===== config.mk =====
export PLATFORM = sky130hd
export DESIGN_NAME = data_io_bridge
export DESIGN_NICKNAME = d
export VERILOG_FILES = /design/src/rtl/data_io_bridge.sv
export SDC_FILE = /design/constraint.sdc
export NUM_CORES = 1
export LEC_CHECK = 0
export ABC_AREA = 1
export BUFFER_PORTS_ARGS = -buffer_cell sky130_fd_sc_hd__buf_2
export CORE_MARGIN = 2
export CORE_UTILIZATION = 50
export DETAILED_ROUTE_END_ITERATION = 10
export PLACE_DENSITY = 0.75
export SLEW_MARGIN = 15
export SYNTH_ARGS = -nofsm -noshare
export SYNTH_HDL_FRONTEND = slang
export SYNTH_SLANG_ARGS = --single-unit

===== constraint.sdc =====
create_clock -name clk -period 3.6 [get_ports clk]
set_input_delay 1.08 -clock clk [delete_from_list [all_inputs] [get_ports clk]]
set_output_delay 1.08 -clock clk [all_outputs]
set_load 0.005 [all_outputs]

===== src/rtl/data_io_bridge.sv =====
// Data-port bridge: decodes the CPU word address into RAM or the I/O page.
// I/O page holds LEDs, synchronised switches, a cycle counter and a UART TX.
//
// Ports:
//   clk, rst          clock, asynchronous active-high reset
//   dataAddress       14-bit word address from the CPU
//   dataOut/dataWrEn  CPU write data and single-cycle write strobe
//   dataIn            combinational read data back to the CPU
//   ramAddress/ramDataOut/ramWrEn/ramDataIn  data RAM pass-through
//   switches          asynchronous board switches
//   leds              LED register
//   uartTx            serial output, idle high
module data_io_bridge #(
    parameter int BAUD_DIV   = 434,
    parameter int FIFO_DEPTH = 8
) (
    input  logic        clk,
    input  logic        rst,
    input  logic [13:0] dataAddress,
    input  logic [31:0] dataOut,
    input  logic        dataWrEn,
    output logic [31:0] dataIn,
    output logic [13:0] ramAddress,
    output logic [31:0] ramDataOut,
    output logic        ramWrEn,
    input  logic [31:0] ramDataIn,
    input  logic [7:0]  switches,
    output logic [7:0]  leds,
    output logic        uartTx
);

    localparam int AW = $clog2(FIFO_DEPTH);
    localparam int BW = $clog2(BAUD_DIV);
    localparam logic [BW-1:0] BAUD_LAST = BW'(BAUD_DIV - 1);

    typedef enum logic [1:0] {
        S_IDLE,
        S_START,
        S_DATA,
        S_STOP
    } state_t;

    // The whole 3Fxx page is I/O; everything below it is RAM.
    logic w_io;
    logic w_wr_led;
    logic w_wr_dat;
    logic w_wr_sts;

    assign w_io     = &dataAddress[13:8];
    assign w_wr_led = dataWrEn && w_io && (dataAddress[7:0] == 8'h00);
    assign w_wr_dat = dataWrEn && w_io && (dataAddress[7:0] == 8'h02);
    assign w_wr_sts = dataWrEn && w_io && (dataAddress[7:0] == 8'h03);

    assign ramAddress = dataAddress;
    assign ramDataOut = dataOut;
    assign ramWrEn    = dataWrEn && !w_io;

    logic [7:0]  r_led;
    logic [7:0]  r_sw1;
    logic [7:0]  r_sw2;
    logic [31:0] r_cycle;

    always_ff @(posedge clk or posedge rst) begin
        if (rst) begin
            r_led   <= '0;
            r_sw1   <= '0;
            r_sw2   <= '0;
            r_cycle <= '0;
        end else begin
            r_sw1   <= switches;
            r_sw2   <= r_sw1;
            r_cycle <= r_cycle + 32'd1;
            if (w_wr_led) begin
                r_led <= dataOut[7:0];
            end
        end
    end

    assign leds = r_led;

    // TX FIFO: pointers carry an extra wrap bit to tell full from empty.
    logic [7:0]  r_mem [FIFO_DEPTH];
    logic [AW:0] r_wptr;
    logic [AW:0] r_rptr;
    logic        r_ovf;
    state_t      r_state;
    logic        w_empty;
    logic        w_full;
    logic        w_pop;
    logic        w_push;
    logic        w_ovf_set;

    assign w_empty = (r_wptr == r_rptr);
    assign w_full  = (r_wptr[AW] != r_rptr[AW]) &&
                     (r_wptr[AW-1:0] == r_rptr[AW-1:0]);
    assign w_pop   = (r_state == S_IDLE) && !w_empty;
    // A pop on the same edge frees a slot, so a write to a full FIFO
    // still lands when the transmitter is taking a byte.
    assign w_push    = w_wr_dat && (!w_full || w_pop);
    assign w_ovf_set = w_wr_dat && w_full && !w_pop;

    always_ff @(posedge clk) begin
        if (w_push) begin
            r_mem[r_wptr[AW-1:0]] <= dataOut[7:0];
        end
    end

    always_ff @(posedge clk or posedge rst) begin
        if (rst) begin
            r_wptr <= '0;
            r_rptr <= '0;
            r_ovf  <= 1'b0;
        end else begin
            if (w_push) begin
                r_wptr <= r_wptr + 1'b1;
            end
            if (w_pop) begin
                r_rptr <= r_rptr + 1'b1;
            end
            if (w_ovf_set) begin
                r_ovf <= 1'b1;
            end else if (w_wr_sts && dataOut[3]) begin
                r_ovf <= 1'b0;
            end
        end
    end

    // UART transmitter; uartTx is a registered FSM output.
    logic [BW-1:0] r_baud;
    logic [2:0]    r_bit;
    logic [7:0]    r_shift;
    logic          r_tx;
    logic          w_baud_end;

    assign w_baud_end = (r_baud == BAUD_LAST);

    always_ff @(posedge clk or posedge rst) begin
        if (rst) begin
            r_state <= S_IDLE;
            r_baud  <= '0;
            r_bit   <= '0;
            r_shift <= '0;
            r_tx    <= 1'b1;
        end else begin
            case (r_state)
                S_IDLE: begin
                    if (!w_empty) begin
                        r_shift <= r_mem[r_rptr[AW-1:0]];
                        r_bit   <= '0;
                        r_baud  <= '0;
                        r_tx    <= 1'b0;
                        r_state <= S_START;
                    end
                end
                S_START: begin
                    if (w_baud_end) begin
                        r_baud  <= '0;
                        r_tx    <= r_shift[0];
                        r_state <= S_DATA;
                    end else begin
                        r_baud <= r_baud + 1'b1;
                    end
                end
                S_DATA: begin
                    if (w_baud_end) begin
                        r_baud <= '0;
                        if (r_bit == 3'd7) begin
                            r_tx    <= 1'b1;
                            r_state <= S_STOP;
                        end else begin
                            r_bit   <= r_bit + 3'd1;
                            r_shift <= {1'b0, r_shift[7:1]};
                            r_tx    <= r_shift[1];
                        end
                    end else begin
                        r_baud <= r_baud + 1'b1;
                    end
                end
                S_STOP: begin
                    if (w_baud_end) begin
                        r_baud  <= '0;
                        r_state <= S_IDLE;
                    end else begin
                        r_baud <= r_baud + 1'b1;
                    end
                end
                default: begin
                    r_state <= S_IDLE;
                    r_tx    <= 1'b1;
                end
            endcase
        end
    end

    assign uartTx = r_tx;

    logic [31:0] w_status;

    assign w_status = {28'd0, r_ovf, (r_state != S_IDLE), w_full, w_empty};

    always_comb begin
        dataIn = '0;
        if (!w_io) begin
            dataIn = ramDataIn;
        end else begin
            case (dataAddress[7:0])
                8'h00:   dataIn = {24'd0, r_led};
                8'h01:   dataIn = {24'd0, r_sw2};
                8'h03:   dataIn = w_status;
                8'h04:   dataIn = r_cycle;
                default: dataIn = '0;
            endcase
        end
    end

endmodule


==> results.py <==
metrics = {
    "power": {
        "cellPowerDensity_nw_per_um2": 576,
        "seq_power_share_pct": 38.4,
        "pwr-share-clk_pct": 35.0,
        "p_int_mw": 3.51,
        "p_leak_nw": 4.36,
        "swShare_pct": 33.7,
        "ir_drop_mv": 0.385,
        "power_frac_comb_pct": 26.7,
        "p_sw_mw": 1.79,
    },
    "worst_setup_path": {
        "critPathKind": "primary input to primary output",
        "cp_max_fo": 15,
        "setup.worst_path.start": "dataAddress[7]",
        "endpoint": "dataIn[8]",
        "reg2reg_depth": 10,
        "rrSetupSlack_ns": 1.52,
        "r2r_end": "r_mem[2][5]$_DFFE_PP_",
        "r2r_start": "r_rptr[2]$_DFFE_PP0P_",
        "start_kind": "primary input",
        "critPathCaptureType": "primary output",
        "worst_ep_arrival_time_ns": 2.36,
        "worstPathRequired_ns": 2.52,
    },
    "cts": {
        "clk_pin_slew_worst_paths_ns": 0.06,
        "cts_tree": "yes",
        "cts.sinks": 152,
        "htreeDepth": 4,
        "clockBufferDepth": 2,
        "numCtsBuffers": 17,
        "cts-root-buf": "clkbuf_16",
        "postCtsHoldBufs": 0,
        "clk-insertion-delay-late_ns": 0.43,
    },
    "floorplan": {
        "dieHeight_um": 130,
        "die_w_um": 130,
        "die_area_um2": 16900,
        "core_um2": 15700,
        "start_util_pct": 50.6,
        "ios": 177,
        "rows": 46,
    },
    "placement": {
        "port_buffers": 128,
        "gp_congestion": 0.854,
        "dp_hpwl_mm": 12.7,
    },
    "final_layout": {
        "nets": 1121,
        "fin_util_pct": 58.5,
        "fill_cells": 1331,
        "drive_gt1_share_pct": 21.8,
        "insertedDiodeCount": 0,
        "most-common-layout-cells": "nand2_1 (308), buf_2 (128), nand3_1 (95)",
        "final_common_cell": "nand2_1",
        "area.growth.synth_to_final_pct": 15.7,
    },
    "route": {
        "wire_per_inst_um": 14.5,
        "drc": 0,
        "via_count": 6398,
        "detail-route-antenna-nets": 0,
        "drt-total-wl_mm": 18.2,
        "drt_iter0_markers": 424,
        "dr.pass1.iters": 6,
        "viasPerCell": 5.12,
    },
    "sta": {
        "fin_worst_skew_ns": 0.00514,
        "setup_tns_ns": 0,
        "finalCriticalPeriod_ns": 3.44,
        "worst_pin_slew_ns": 0.498,
        "slew_headroom_pct": 66.8,
        "rsz0062_at_grt": "no",
        "fin_crit_sh_pct": 95.5,
        "slew_viol_final": 0,
        "hold_violations": 0,
        "setup_viol": 0,
        "max_freq_mhz": 291,
    },
    "global_routing": {
        "grt_usage_pct": 22.6,
        "grt_pass1_wl_mm": 29.3,
        "first_global_vias": 6035,
        "antenna_found_initial": 0,
        "use_met3_pct": 5.08,
        "grt_busiest_layer": "met2",
        "grt_use_met1_pct": 30.1,
        "overflow": 0,
        "use_met2_pct": 36.4,
        "grt_max_degree": 89,
    },
    "run_status": {
        "status": "complete, no violations",
    },
    "synthesis": {
        "synth_edf_count": 64,
        "syn_inst": 927,
        "synth.yosys.warnings": 0,
        "ys.flop_type": "dfrtp_1",
        "synth_nets": 1027,
        "yosysUniqueCellTypes": 36,
        "synthArstFlopShare_pct": 57.9,
        "ys_seq_area_share_pct": 51.9,
        "ys_ff_latch": 152,
        "syn_area_per_cell_um2": 8.57,
        "netlist_area_um2": 7950,
    },
    "flow_run": {
        "cap_violations": 0,
    },
    "hold_path": {
        "min_path_type": "flip-flop to flip-flop",
    },
}
==> Yosys cell counts, types with 8 or more instances <==
library cell	number	area (um^2)
nand2_1	309	1160
nand3_1	95	475
dfrtp_1	87	2180
nor2_1	70	263
inv_1	65	244
edfxtp_1	64	1920
buf_4	48	360
xor2_1	22	193
o21ai_0	21	105
a21oi_1	17	85.1
buf_2	14	70.1
ha_1	11	138
nor3_1	10	50.1
clkbuf_1	9	33.8
o31ai_1	9	67.6
nand4_1	8	50.1
==> registers in the layout, summed over array words and instances, names as in the netlist <==
signal and count:
r_shift 8, r_cycle 32, leds 8, r_wptr 4, r_sw1 8, r_rptr 4
r_state 2, uartTx 1, r_baud 9, r_mem 64, r_ovf 1, r_sw2 8
r_bit 3
==> stage by stage <==
stage	std cells	cell area [um^2]	total power, mW	hold WS, ns	setup WS (ns)
floorplan	927	7950	3.16	0.331	0.243
global placement	1218	8570	3.43	0.331	0.132
detailed placement	1218	8570	3.47	0.336	0.0606
CTS	1250	9190	5.33	0.351	0.0589
global route	1250	9190	5.60	0.356	0.0332
finish	1250	9190	5.30	0.349	0.161
==> what timing repair did <==
action	CTS	global route
setup endpoints to repair	0	19
resized for setup	0	2
buffers inserted	0	0
==> kinds of logic (layout without fill, tap and decap cells) <==
kind of cell / Yosys count / in the layout / share of synthesized area (%)
simple gates: 527 / 527 / 29.0
buf+inv: 145 / 252 / 9.53
fa+ha+maj: 11 / 11 / 1.73
flops: 152 / 152 / 51.9
compound gates: 63 / 63 / 4.66
xor+xnor: 29 / 29 / 3.20
==> critical path, cell delays in order <==
cell     delay [ns]
buf_2          0.10
nor2_1         0.16
nand2_1        0.18
inv_2          0.10
nand2_2        0.13
inv_2          0.11
buf_4          0.20
nand3_1        0.11
nand2_1        0.08
buf_2          0.11
==> per-layer routing <==
layer / vias up / wire length, um
met5: - / 0
li1: 3163 / -
met3: 33 / 1080
met1: 2972 / 7830
met4: 0 / 399
met2: 230 / 8850
==> power groups by stage <==
stage,Clock (mW),Sequential (mW),Combinational (mW)
global route,1.95,2.04,1.61
CTS,1.88,2.03,1.42
global placement,0,2.06,1.38
floorplan,0,2.02,1.15
finish,1.85,2.03,1.41
detailed placement,0,2.06,1.41
==> area by class of cell <==
| class | count | area, um^2 | area share (%) |
|---|---|---|---|
| well taps | 216 | 270 | 2.94 |
| inverters | 72 | 272 | 2.95 |
| flip-flops and latches | 152 | 4130 | 44.9 |
| clock inverters | 15 | 190 | 2.07 |
| multi-input cells | 630 | 3070 | 33.4 |
| repair buffers | 148 | 841 | 9.15 |
| clock buffers | 17 | 425 | 4.63 |
==> worst min-delay path by stage <==
stage	start	to	slack, ns	depth (start not counted)
floorplan	r_sw1[0]$_DFF_PP0_	r_sw2[0]$_DFF_PP0_	0.33	0
global placement	r_sw1[1]$_DFF_PP0_	r_sw2[1]$_DFF_PP0_	0.33	0
detailed placement	r_sw1[1]$_DFF_PP0_	r_sw2[1]$_DFF_PP0_	0.34	0
CTS	r_sw1[1]$_DFF_PP0_	r_sw2[1]$_DFF_PP0_	0.35	0
global route	r_sw1[1]$_DFF_PP0_	r_sw2[1]$_DFF_PP0_	0.36	0
finish	r_sw1[5]$_DFF_PP0_	r_sw2[5]$_DFF_PP0_	0.35	0
(Power assumes the default switching activity.)
